[src/rtl/common.sv]
// Shared execute-stage types and constants, including the divider state encoding.
package common;

  typedef logic [31:0] word_t;
  typedef logic [63:0] dword_t;

  typedef enum logic [1:0] {
    IDLE = 2'd0,
    CALC = 2'd1,
    SIGN = 2'd2
  } div_state_t;

  localparam int DIV_ITERS = 32;

endpackage

[src/rtl/div_step.sv]
// One combinational restoring-division step: shift in the next dividend bit, subtract if it fits.
module div_step
  import common::*;
#(
  parameter int WIDTH = DIV_ITERS
) (
  input  logic [WIDTH:0]   rem,
  input  logic             dvd_msb,
  input  logic [WIDTH-1:0] divisor,
  output logic [WIDTH:0]   rem_next,
  output logic             q_bit
);

  logic [WIDTH+1:0] shifted;

  // The partial remainder stays below the divisor, so the top shifted bit is only kept for the compare.
  always_comb begin
    shifted  = {rem, dvd_msb};
    q_bit    = (shifted >= {2'b00, divisor});
    rem_next = q_bit ? (shifted[WIDTH:0] - {1'b0, divisor}) : shifted[WIDTH:0];
  end

endmodule

[src/rtl/divider_multicycle.sv]
// Iterative radix-2 restoring DIV/DIVU: magnitudes over WIDTH cycles, then sign fix-up; done in cycle t+34.
// DIV_ZERO_FAST_EN: a zero divisor skips the iterations (done in cycle t+2, identical hi/lo).
module divider_multicycle
  import common::*;
#(
  parameter int WIDTH = DIV_ITERS
) (
  input  logic             clk,
  input  logic             reset,
  input  logic             start,
  input  logic             flush,
  input  logic             is_signed,
  input  logic [WIDTH-1:0] a,
  input  logic [WIDTH-1:0] b,
  output logic             busy,
  output logic             done,
  output logic [WIDTH-1:0] hi,
  output logic [WIDTH-1:0] lo
);

  localparam int CNT_W = $clog2(WIDTH);
  localparam logic [CNT_W-1:0] LAST_STEP = CNT_W'(WIDTH - 1);

  div_state_t       state_q;
  div_state_t       state_d;

  logic [WIDTH-1:0] dvd_q;
  logic [WIDTH-1:0] dsr_q;
  logic [WIDTH:0]   rem_q;
  logic [CNT_W-1:0] cnt_q;
  logic             q_neg_q;
  logic             r_neg_q;

  logic             a_neg;
  logic             b_neg;
  logic [WIDTH-1:0] a_mag;
  logic [WIDTH-1:0] b_mag;
  logic             zero_fast;

  logic             launch;
  logic             step;
  logic             finish;

  logic [WIDTH:0]   rem_next;
  logic             q_bit;

  always_comb begin
    a_neg = is_signed & a[WIDTH-1];
    b_neg = is_signed & b[WIDTH-1];
    a_mag = a_neg ? (~a + 1'b1) : a;
    b_mag = b_neg ? (~b + 1'b1) : b;
  end

`ifdef DIV_ZERO_FAST_EN
  assign zero_fast = (b_mag == '0);
`else
  assign zero_fast = 1'b0;
`endif

  div_step #(
    .WIDTH(WIDTH)
  ) u_step (
    .rem      (rem_q),
    .dvd_msb  (dvd_q[WIDTH-1]),
    .divisor  (dsr_q),
    .rem_next (rem_next),
    .q_bit    (q_bit)
  );

  always_ff @(posedge clk or posedge reset) begin
    if (reset) begin
      state_q <= IDLE;
    end else begin
      state_q <= state_d;
    end
  end

  always_comb begin
    state_d = state_q;
    launch  = 1'b0;
    step    = 1'b0;
    finish  = 1'b0;
    unique case (state_q)
      IDLE: begin
        if (start) begin
          launch  = 1'b1;
          state_d = zero_fast ? SIGN : CALC;
        end
      end
      CALC: begin
        step = 1'b1;
        if (cnt_q == LAST_STEP) begin
          state_d = SIGN;
        end
      end
      SIGN: begin
        finish  = 1'b1;
        state_d = IDLE;
      end
      default: begin
        state_d = IDLE;
      end
    endcase
    // A cancel overrides everything, including a same-cycle start.
    if (flush) begin
      state_d = IDLE;
      launch  = 1'b0;
      step    = 1'b0;
      finish  = 1'b0;
    end
  end

  assign busy = (state_q != IDLE);

  always_ff @(posedge clk or posedge reset) begin
    if (reset) begin
      dvd_q   <= '0;
      dsr_q   <= '0;
      rem_q   <= '0;
      cnt_q   <= '0;
      q_neg_q <= 1'b0;
      r_neg_q <= 1'b0;
      done    <= 1'b0;
      hi      <= '0;
      lo      <= '0;
    end else begin
      done <= finish;
      if (launch) begin
        // The dividend register doubles as the quotient: bits shift out the top, quotient bits in the bottom.
        dvd_q   <= zero_fast ? '1 : a_mag;
        rem_q   <= zero_fast ? {1'b0, a_mag} : '0;
        dsr_q   <= b_mag;
        cnt_q   <= '0;
        q_neg_q <= is_signed & (a[WIDTH-1] ^ b[WIDTH-1]);
        r_neg_q <= a_neg;
      end else if (step) begin
        dvd_q <= {dvd_q[WIDTH-2:0], q_bit};
        rem_q <= rem_next;
        cnt_q <= cnt_q + CNT_W'(1);
      end
      if (finish) begin
        lo <= q_neg_q ? (~dvd_q + 1'b1) : dvd_q;
        hi <= r_neg_q ? (~rem_q[WIDTH-1:0] + 1'b1) : rem_q[WIDTH-1:0];
      end
    end
  end

endmodule

[config.mk]
export PLATFORM = sky130hd
export DESIGN_NAME = divider_multicycle
export DESIGN_NICKNAME = d
export VERILOG_FILES = /design/src/rtl/common.sv /design/src/rtl/div_step.sv /design/src/rtl/divider_multicycle.sv
export SDC_FILE = /design/constraint.sdc
export NUM_CORES = 1
export LEC_CHECK = 0
export ABC_AREA = 1
export CAP_MARGIN = 20
export CORE_MARGIN = 5
export CORE_UTILIZATION = 50
export CTS_CLUSTER_SIZE = 30
export DETAILED_ROUTE_END_ITERATION = 8
export PLACE_DENSITY = 0.85
export SYNTH_ARGS = -nofsm -noshare
export SYNTH_HDL_FRONTEND = slang
export SYNTH_SLANG_ARGS = --single-unit
[constraint.sdc]
create_clock -name clk -period 5.47 [get_ports clk]
set_clock_uncertainty 0.1 [all_clocks]
set_input_delay 1.094 -clock clk [delete_from_list [all_inputs] [get_ports clk]]
set_output_delay 1.094 -clock clk [all_outputs]
set_load 0.005 [all_outputs]
==> summary.md, run 1 <==
| Metric | Value |
|---|---|
| FP Rows | `59` |
| Final Slew Violations | `0` |
| Core ar. | `between 20000 and 30000 um^2` |
| Compound-Gate Fraction of Synth Area | `between 10 and 15%` |
| Clock latency on the worst-skew pair | `0.44 ns` |
| CTS tree | `built` |
| Area grow syn2layout | `16.3%` |
| Postcts setup bufs | `0` |
| EDFF count, synth | `0` |
| Final Critical Period | `3.38 ns` |
| Synthesized flop and latch total | `171` |
| Lkg Pwr | `7.79 nW` |
| Fin util | `between 50 and 60%` |
| Crit Path Category | `primary input to register` |
| Worst Setup Start Kind | `primary input` |
| Clk slew on worst S/H paths | `about 0.07 ns` |
| Dpl hpwl | `about 31 mm` |
| Crit end category | `register` |
| Cells after synthesis | `~2.0k` |
| Final Hold Viols | `0` |
| Synth warn | `0` |
| Main flop type after synthesis | `dfrtp_1` |
| # setup viols final | `0` |
| Layout cells sized above 1 | `~4.2%` |
| Routed WL per cell | `between 15 and 20 um` |
| Height of the die | `between 150 and 200 um` |
| Iteration-0 DRC Markers | `about 1.4k` |
| Global-route wire length before repair | `between 60 and 70 mm` |
| F_max | `roughly 300 MHz` |
| Post-synth top area share | `32.6%` |
| Vias/cell | `5.47` |
| H-Tree Depth | `4` |
| Vias | `13.6k` |
| Avg Inst Size Synth | `about 6.4 um^2` |
| Initial Utilization | `between 50% and 60%` |
| Die Wd | `approximately 170 um` |
| Relative max-transition margin | `a little under a third` |
| Total Routing Usage GR | `between 20% and 30%` |
| Die area | `a little under 30000 um^2` |
| Multiplexer area fraction after synthesis | `0%` |
| Worst hold path type | `register to register` |
| TritonCTS sink count | `approximately 170` |
| Required time worst endpoint | `between 5 and 6 ns` |
| Via count of the first global-routing pass | `12.3k` |
| Mapped Area | `13100 um^2` |
| Synth Area in XOR/XNOR | `around 4.3%` |
| Largest family of logic cells by synthesized area | `simple AND/OR/NAND/NOR gates` |
| FF-to-FF path depth | `9` |
| Peak supply drop | `between 0.2 and 0.3 mV` |
| Yosys top cell by area | `dfrtp_1` |
| Global route hottest layer | `met1` |
| Arr. time, crit path | `around 3.6 ns` |
| GP Congestion | `roughly 0.97` |
| Largest net degree at the start of global routing | `about 140` |
| Top Ports | `about 140` |
| Post_cts resized | `0` |
| Pre-antenna DRT Iters | `6` |
| Ys async rst share | `100%` |
| # diodes | `0` |
| Met3 GRT Util | `approximately 5%` |
| Layout Nets | `2250` |
| RSZ-0062 raised after global routing | `no` |
| Setup TNS | `0 ns` |
| Met2 Usage GRT | `approximately two fifths` |
| Register area share after synthesis | `32.6%` |
| Global Route met1 Usage | `between 40% and 50%` |
| Max_cap viols | `0` |
| Overflow after GRT | `0` |
| Root buf cell | `clkbuf_16` |
| Residual DRC | `0` |
| CTS Hold Bufs | `0` |
| Period Utilization, post-route | `between 60% and 70%` |
| Worst Tran Pin Value | `a little over 1 ns` |
| Syn nets | `2153` |
| Initial antenna violation count | `0` |
| Total Wirelength | `between 40 and 50 mm` |
| Crit Path Max Fanout | `33` |
| Top post-synthesis cells by area | `dfrtp_1, nand2_1, nand3_1` |
| Status | `finished, final reports clean` |
| Routed Antenna Nets | `0` |
| Port bufs | `between 100 and 150` |
| Fillers | `2444` |
| Synth Area in Simple Gates | `approximately 39%` |
| Post-Synth Adder-Cell Area | `3.78%` |
| WHS Path Cells | `1` |
| P per Cell Area | `about 450 nW/um^2` |
| Clk buf depth | `2` |
| Cell variety after synth | `52` |
| Cts bufs inserted | `17` |
-- placed cells by master, fill, tap and decap left out, types with 3 or more instances in the layout --
master	count
nor2_2	14
inv_1	284
o21ai_1	14
clkinvlp_4	4
clkbuf_16	17
a21oi_1	43
clkinv_1	5
o21bai_1	10
inv_2	5
nand4_1	32
ha_1	38
dfrtp_1	171
nand2_2	9
inv_6	3
o221ai_1	8
o31ai_1	9
a22oi_1	4
clkinv_4	3
buf_4	7
o211ai_1	9
o21ai_0	111
nand3_1	232
clkdlybuf4s50_1	134
nor3_1	28
nand2_1	656
a21o_1	3
or2_2	6
nor2_1	176
xor2_1	47
xnor2_1	17
and2_1	4
o22ai_1	9
nand3b_1	8
-- routing by layer --
layer  part of all wire, %  vias up
met2                    42      662
met4                   1.7        0
li1                      -     6708
met5                     0        -
met1                    46     6179
met3                    11       71
-- worst max-delay path, cell delays in order --
cell             delay [ns]
clkdlybuf4s50_1        0.51
nand2_1                0.43
inv_1                  0.95
nand2_1                0.22
o21a_1                 0.17
nand2_1                0.07
nand2_1                0.04
o21ai_0                0.15
-- registers in the layout, indices dropped and copies added, names as in the netlist, 2 cells and up --
register	count
cnt_q	5
dsr_q	32
dvd_q	32
hi	32
lo	32
rem_q	33
state_q	2
-- final timing paths --
kind / startpoint / end / slack [ns]
worst min register to register: cnt_q[3] / cnt_q[3] / 0.37
worst min-delay path: cnt_q[3] / cnt_q[3] / 0.37
min in group asynchronous: reset / hi[30] / 1.04
max in group asynchronous: reset / dsr_q[16] / 3.06
worst max-delay path: is_signed / dvd_q[24] / 2.09
worst max register to register: rem_q[24] / dvd_q[0] / 2.50
-- stage by stage --
stage / cell area, um^2 / power [mW] / cells / worst slack [ns] / hold slack, ns
6_report: 15300 / 6.91 / 2490 / 2.09 / 0.366
5_1_grt: 15300 / 7.44 / 2490 / 1.86 / 0.403
4_1_cts: 15200 / 6.81 / 2489 / 2.17 / 0.366
3_5_place_dp: 14700 / 5.60 / 2457 / 1.70 / 0.355
3_3_place_gp: 14700 / 5.54 / 2457 / 1.76 / 0.350
2_1_floorplan: 13100 / 4.64 / 2045 / 2.09 / 0.334
-- cell families after synthesis --
group | count (synthesis)
AO/OA/AOI/OAI | 230
XOR/XNOR | 64
adder cells (fa/ha/maj) | 39
buffers and inverters | 360
flip-flops | 171
AND/OR/NAND/NOR | 1181
-- power by group --
| group | internal, mW | switching (mW) | leakage [nW] |
|---|---|---|---|
| combinational | 1.31 | 2.52 | 5.36 |
| sequential | 1.50 | 0.376 | 2.16 |
| clock | 0.613 | 0.587 | 0.273 |
| total | 3.43 | 3.48 | 7.79 |
-- cells in the mapped netlist (3+ instances only) --
library cell and count:
o31ai_1 9, nor3_1 29, nor2_1 176, nand3_1 232
nand3b_1 8, o221ai_1 8, xor2_1 47, nand2_2 8
inv_1 285, clkinv_1 5, xnor2_1 17, nor2_2 14
ha_1 38, o22ai_1 9, o21bai_1 10, and2_1 4
o211ai_1 9, o21ai_1 14, o21ai_0 111, or2_2 6
inv_2 5, clkbuf_1 37, a22oi_1 4, buf_1 5
a21oi_1 43, nand2_1 657, buf_6 5, dfrtp_1 171
buf_2 16, a21o_1 3, nand4_1 32
-- area by class of cell --
type | count | area (um^2) | share of cell area, %
Multi-Input combinational cell | 1514 | 7440 | 48.8
Sequential cell | 171 | 4280 | 28.0
Timing Repair Buffer | 143 | 1430 | 9.40
Inverter | 295 | 1110 | 7.28
Clock buffer | 18 | 439 | 2.88
Tap cell | 335 | 419 | 2.75
Clock inverter | 14 | 135 | 0.885
Power figures use the tool's default switching activity.
==> run 2: changes to the inputs <==
clock period = 3 ns   (was 5.47 ns; I/O delays follow)
==> run 2 against run 1 <==
  * Critical path depth grew 2
  * Combinational power rose by 93%
  * Core utilization increased by 0.87 points
  * Register-to-register slack lost 2.1 ns
  * Via count up 0.57%
  * Non-clock buffer count increased by 25
  * Global-route usage increased by 0.35 points
  * Sequential power increased by 79%
  * Largest cell class unchanged
  * Clock power rose by 86%
==> summary.md, run 2 (synthesis gave the netlist of run 1 again) <==
| Metric | Value |
|---|---|
| Top Ports | `135 (unchanged)` |
| H-Tree Depth | `4 (unchanged)` |
| Most common cell after layout, fill and taps aside | `nand2_1` |
| Dpl hpwl | `32.1 mm (+2.2%)` |
| Layout Nets | `2275 (+1.1%)` |
| Overflow after GRT | `0 (unchanged)` |
| Vias/cell | `5.44 (-0.47%)` |
| Overall Power | `13.0 mW (+88%)` |
| Root buf cell | `clkbuf_16` |
| Total Wirelength | `40.5 mm (+0.10%)` |
| Crit Path Category | `register to register` |
| Layout cells sized above 1 | `5.23% (+1.1 points)` |
| Initial antenna violation count | `1 (+1)` |
| DR top layer | `met4` |
| TritonCTS sink count | `171 (unchanged)` |
| # setup viols final | `0 (unchanged)` |
| Port bufs | `134 (unchanged)` |
| Die Wd | `172 um (unchanged)` |
| Clk network pwr share | `17.2% (about the same)` |
| Pint | `6.52 mW (+90%)` |
| Pre-antenna DRT Iters | `6 (unchanged)` |
| Initial Utilization | `50.5% (unchanged)` |
| DR WL met3 | `3.62 mm (-16%)` |
| Largest net degree at the start of global routing | `76 (-45%)` |
| Pre-CTS WS | `0.271 ns (-1.42 ns)` |
| Worst Tran Pin Value | `0.912 ns (-0.126 ns)` |
| Period Utilization, post-route | `between 80% and 90%` |
| Required time worst endpoint | `3.22 ns (-2.51 ns)` |
| Clock latency on the worst-skew pair | `0.44 ns (about the same)` |
| Vias | `13.7k (+0.57%)` |
| Crit end category | `register` |
| Worst hold path type | `register to register` |
| Post_cts resized | `0 (unchanged)` |
| Comb pwr share | `57.0% (+1.5 points)` |
| Die area | `29600 um^2 (unchanged)` |
| CTS Hold Bufs | `0 (unchanged)` |
| GP Congestion | `0.958 (-0.81%)` |
| FP Rows | `59 (unchanged)` |
| Area grow syn2layout | `18.0%` |
| Iteration-0 DRC Markers | `1401 (-0.36%)` |
| Sequential cell area | `4280 um^2 (unchanged)` |
| Residual DRC | `0 (unchanged)` |
| Seq pwr share | `25.9% (-1.3 points)` |
| Total Routing Usage GR | `27.2% (+0.35 points)` |
| Final Slew Violations | `0 (unchanged)` |
| Fillers | `2450 (+0.25%)` |
| Biggest register | `rem_q` |
| CTS tree | `built` |
| Peak supply drop | `0.523 mV (+110%)` |
| Relative max-transition margin | `39.1% (+8.4 points)` |
| Via count of the first global-routing pass | `12.4k (+1.3%)` |
| Clk buf depth | `2 (unchanged)` |
| Psw | `6.45 mW (+85%)` |
| RSZ-0062 raised after global routing | `no` |
| Clk slew on worst S/H paths | `0.07 ns (about the same)` |
| Routed Antenna Nets | `0 (unchanged)` |
| Most frequent cells in the layout | `nand2_1, inv_1, nand3_1` |
| Status | `finished, final reports clean` |
| Postcts setup bufs | `0 (unchanged)` |
| Footprint of the multi-input gates | `7440 um^2 (unchanged)` |
| Lkg Pwr | `7.92 nW (+1.7%)` |
| Routed wl met2 | `17.5 mm (+3.5%)` |
| Routed WL per cell | `16.1 um (-0.93%)` |
| WL met1 | `18.6 mm (+0.43%)` |
| Switching portion of total power | `49.8% (-0.66 points)` |
| Fin worst setup slack | `0.358 ns (-1.73 ns)` |
| Final Hold Viols | `0 (unchanged)` |
| Arr. time, crit path | `2.86 ns (-0.78 ns)` |
| Height of the die | `172 um (unchanged)` |
| Number of flip-flops under the largest register name | `33 (unchanged)` |
| Max_cap viols | `0 (unchanged)` |
| Final Critical Period | `2.64 ns` |
| Global-route wire length before repair | `64.6 mm (+1.4%)` |
| Cts bufs inserted | `17 (unchanged)` |
| Core ar. | `26000 um^2 (unchanged)` |
| Crit Path Max Fanout | `5 (-85%)` |
| Setup TNS | `0 ns (unchanged)` |
| P per Cell Area | `838 nW/um^2 (+85%)` |
| F_max | `about 380 MHz` |
| Worst Setup Start Kind | `register` |
==> run 2: through the flow <==
stage	hold slack (ns)	area [um^2]	utilization, %	std cells
floorplan	0.334	13100	-	2045
global placement	0.348	14900	57.3	2483
detailed placement	0.356	14900	57.3	2483
CTS	0.366	15500	59.6	2515
global route	0.385	15500	59.6	2516
finish	0.366	15500	59.6	2516
==> run 2: critical path: stages, from the launching register on <==
cell and delay (ns):
dfrtp_1 0.48, ha_1 0.42, nand2_1 0.11, nor2_1 0.30, nand2_1 0.19, nor4_1 0.38, nand2_1 0.15, nand3_1 0.10
nand3_1 0.16, nand2_1 0.11, nand2_1 0.05
==> run 2: worst paths after layout <==
path | depth (start not counted) | start | endpoint | slack [ns]
setup / recovery | 10 | rem_q[16] | rem_q[31] | 0.36
hold / removal | 1 | cnt_q[3] | cnt_q[3] | 0.37
setup reg to reg | 10 | rem_q[16] | rem_q[31] | 0.36
hold reg to reg | 1 | cnt_q[3] | cnt_q[3] | 0.37
max in group asynchronous | 3 | reset | rem_q[27] | 1.67
min in group asynchronous | 2 | reset | lo[0] | 0.43
==> run 2: cell type report <==
| type | count | share of cell area, % |
|---|---|---|
| multi-input cells | 1514 | 48.1 |
| flip-flops and latches | 171 | 27.6 |
| repair buffers | 168 | 10.6 |
| inverters | 295 | 7.17 |
| clock buffers | 18 | 2.77 |
| well taps | 335 | 2.71 |
| clock inverters | 14 | 1.01 |
| diodes | 1 | 0.0162 |
==> run 2: power groups by stage <==
| stage | clock, mW | sequential (mW) | combinational, mW |
|---|---|---|---|
| floorplan | 0 | 3.11 | 5.36 |
| global placement | 0 | 3.33 | 7.09 |
| detailed placement | 0 | 3.36 | 7.21 |
| CTS | 2.24 | 3.32 | 7.27 |
| global route | 2.33 | 3.40 | 8.22 |
| finish | 2.23 | 3.36 | 7.39 |
==> run 2: routing by layer <==
metal | track usage, % | vias to the layer above
met1 | 41.6 | 6235
met3 | 3.80 | 57
met4 | 6.94 | 0
li1 | - | 6773
met5 | 0 | -
met2 | 40.7 | 633
==> run 3: changes to the inputs <==
GPL_TIMING_DRIVEN = 0   (was default)
SYNTH_HIERARCHICAL = 1   (was default)
==> run 3 against run 2 <==
  * Sequential power is 1% higher
  * Largest cell class unchanged
  * Hold slack improved by 0.014 ns
  * Sequential share of layout area fell by 0.77 points
  * Critical path type unchanged
  * Highest routed layer unchanged
  * Cell area grew 2.9%
  * Synthesized cell count is 6.3% higher
  * Via count is 7.5% higher
  * Critical path depth up 4
==> summary.md, run 3 <==
| Metric | Value |
|---|---|
| Most frequent cell after synthesis | `nand2_1` |
| Total Wirelength | `44.0 mm (+8.7%)` |
| Routed WL per cell | `16.4 um (+1.8%)` |
| Number of flip-flops under the largest register name | `33 (unchanged)` |
| Biggest register | `rem_q` |
| Crit Path Category | `register to register` |
| Cts bufs inserted | `17 (unchanged)` |
| F_max | `357 MHz (-5.7%)` |
| Top post-synthesis cells by area | `dfrtp_1, nand2_1, inv_1` |
| Overall Power | `13.0 mW (+0.39%)` |
| Crit Path Max Fanout | `10 (+5)` |
| Fin worst setup slack | `0.197 ns (-0.161 ns)` |
| Post_cts resized | `0 (unchanged)` |
| Layout Nets | `2439 (+7.2%)` |
| Pre-CTS WS | `0.118 ns (-0.152 ns)` |
| Worst Setup Start Kind | `register` |
| Post-synth top cells | `nand2_1, inv_1, nand3_1` |
| Dpl hpwl | `35.5 mm (+11%)` |
| Required time worst endpoint | `3.19 ns (-0.03 ns)` |
| Global-route wire length before repair | `69.5 mm (+7.6%)` |
| Postcts setup bufs | `0 (unchanged)` |
| Final Slew Violations | `0 (unchanged)` |
| Initial antenna violation count | `0 (-1)` |
| Arr. time, crit path | `3.00 ns (+0.14 ns)` |
| Worst Tran Pin Value | `0.667 ns (-0.245 ns)` |
| Avg Inst Size Synth | `6.20 um^2 (-3.4%)` |
| Peak supply drop | `0.536 mV (+2.6%)` |
| Worst hold path type | `register to register` |
| Area grow syn2layout | `18.2%` |
| Core ar. | `26700 um^2 (+2.9%)` |
| Clock latency on the worst-skew pair | `0.44 ns (about the same)` |
| Vias | `14.7k (+7.5%)` |
| RSZ-0062 raised after global routing | `no` |
| Mapped Area | `13500 um^2 (+2.7%)` |
| Most common cell after layout, fill and taps aside | `nand2_1` |
| Port bufs | `134 (unchanged)` |
| Cell variety after synth | `44 (-15%)` |
| Setup TNS | `0 ns (unchanged)` |
| Total Routing Usage GR | `28.1% (+0.91 points)` |
| Relative max-transition margin | `55.6% (+16 points)` |
| Clk slew on worst S/H paths | `0.07 ns (about the same)` |
| # diodes | `0 (-1)` |
| H-Tree Depth | `4 (unchanged)` |
| Top Ports | `135 (unchanged)` |
| CTS tree | `built` |
| Most frequent cells in the layout | `nand2_1, inv_1, nand3_1` |
| Layout cells sized above 1 | `4.82% (-0.41 points)` |
| Syn nets | `2282 (+6.0%)` |
| Main flop type after synthesis | `dfrtp_1` |
| Worst hold slack | `0.379 ns (+0.0136 ns)` |
| P per Cell Area | `818 nW/um^2 (-2.4%)` |
| Routed Antenna Nets | `0 (unchanged)` |
| Pre-antenna DRT Iters | `8 (+2)` |
| Iteration-0 DRC Markers | `1394 (-0.50%)` |
| Via count of the first global-routing pass | `13.3k (+7.1%)` |
| TritonCTS sink count | `171 (unchanged)` |
| Synthesized flop and latch total | `171 (unchanged)` |
| Ys async rst share | `100% (unchanged)` |
| EDFF count, synth | `0 (unchanged)` |
| Final Critical Period | `2.80 ns (+0.161 ns)` |
| Final Hold Viols | `0 (unchanged)` |
| Crit end category | `register` |
| Max_cap viols | `0 (unchanged)` |
| FP Rows | `60 (+1.7%)` |
| Status | `finished, final reports clean` |
| Cells after synthesis | `2174 (+6.3%)` |
| Synth warn | `6 (+6)` |
| Register area share after synthesis | `31.8% (-0.85 points)` |
| Period Utilization, post-route | `93.4% (+5.4 points)` |
| Root buf cell | `clkbuf_16` |
| Die Wd | `174 um (+1.2%)` |
| Height of the die | `174 um (+1.2%)` |
| Yosys top cell by area | `dfrtp_1` |
| Residual DRC | `0 (unchanged)` |
| Vias/cell | `5.49 (+0.76%)` |
| Clk buf depth | `2 (unchanged)` |
| Die area | `30300 um^2 (+2.5%)` |
| # setup viols final | `0 (unchanged)` |
| GP Congestion | `0.978 (+2.1%)` |
| Lkg Pwr | `8.46 nW (+6.8%)` |
| Initial Utilization | `50.4% (-0.089 points)` |
| CTS Hold Bufs | `0 (unchanged)` |
| Overflow after GRT | `0 (unchanged)` |
| Largest net degree at the start of global routing | `45 (-41%)` |
| Post-synth top area share | `31.8% (-0.85 points)` |
[run 3: cells by family (layout without fill, tap and decap cells)]
group	Yosys count	in the layout	synth area share (%)
AOI/OAI and AO/OA	213	213	8.90
buffers and inverters	381	551	11.3
and+or+nand+nor	1321	1321	41.2
xor gates and xnor gates	49	49	3.19
adders and majority gates	39	39	3.68
DFF	171	171	31.8
[run 3: final timing paths]
check | start | to | slack, ns | cells after the start
min reg2reg | dsr_q[19] | dsr_q[19] | 0.38 | 2
min | dsr_q[19] | dsr_q[19] | 0.38 | 2
max reg2reg | rem_q[7] | dvd_q[0] | 0.20 | 14
max in group asynchronous | reset | rem_q[18] | 1.58 | 4
min in group asynchronous | reset | lo[25] | 0.41 | 2
max | rem_q[7] | dvd_q[0] | 0.20 | 14
[run 3: area by class of cell]
class	count	area, um^2
buffer	66	337
clock buffer	20	457
clock inverter	12	150
multi-input combinational	1622	7670
sequential	171	4280
fill	2543	10800
timing repair buffer	138	1420
tap	341	427
inverter	315	1190
[run 3: routing by layer]
| metal | share of wire, % | track usage, % | vias to the layer above |
|---|---|---|---|
| met3 | 10 | 5.22 | 71 |
| met2 | 43 | 42.3 | 745 |
| met5 | 0 | 0 | - |
| met1 | 45 | 41.3 | 6707 |
| met4 | 2.3 | 8.55 | 0 |
| li1 | - | - | 7206 |
[run 3: per-stage QoR]
step | cells | utilization, % | instance area, um^2
final | 2685 | 59.6 | 15900
after global placement | 2649 | 57.0 | 15200
after CTS | 2685 | 59.6 | 15900
after global routing | 2685 | 59.6 | 15900
after floorplan | 2174 | - | 13500
after detailed placement | 2653 | 57.3 | 15300
[run 3: worst max-delay path: stages, from the launching register on]
cell and delay [ns]:
dfrtp_1 0.48, ha_1 0.43, nand2_2 0.16, inv_2 0.04
nand2_1 0.05, nand2_1 0.09, inv_1 0.09, nand3_2 0.13
nand2_1 0.12, nand2_2 0.06, nand2_2 0.15, nand3_4 0.15
buf_6 0.19, a22oi_1 0.29, o21ai_0 0.14
[run 3: where the power goes]
| part | internal (mW) | switching, mW |
|---|---|---|
| Clock | 1.30 | 1.02 |
| Sequential | 2.73 | 0.669 |
| Combinational | 2.47 | 4.84 |
| Total | 6.50 | 6.53 |
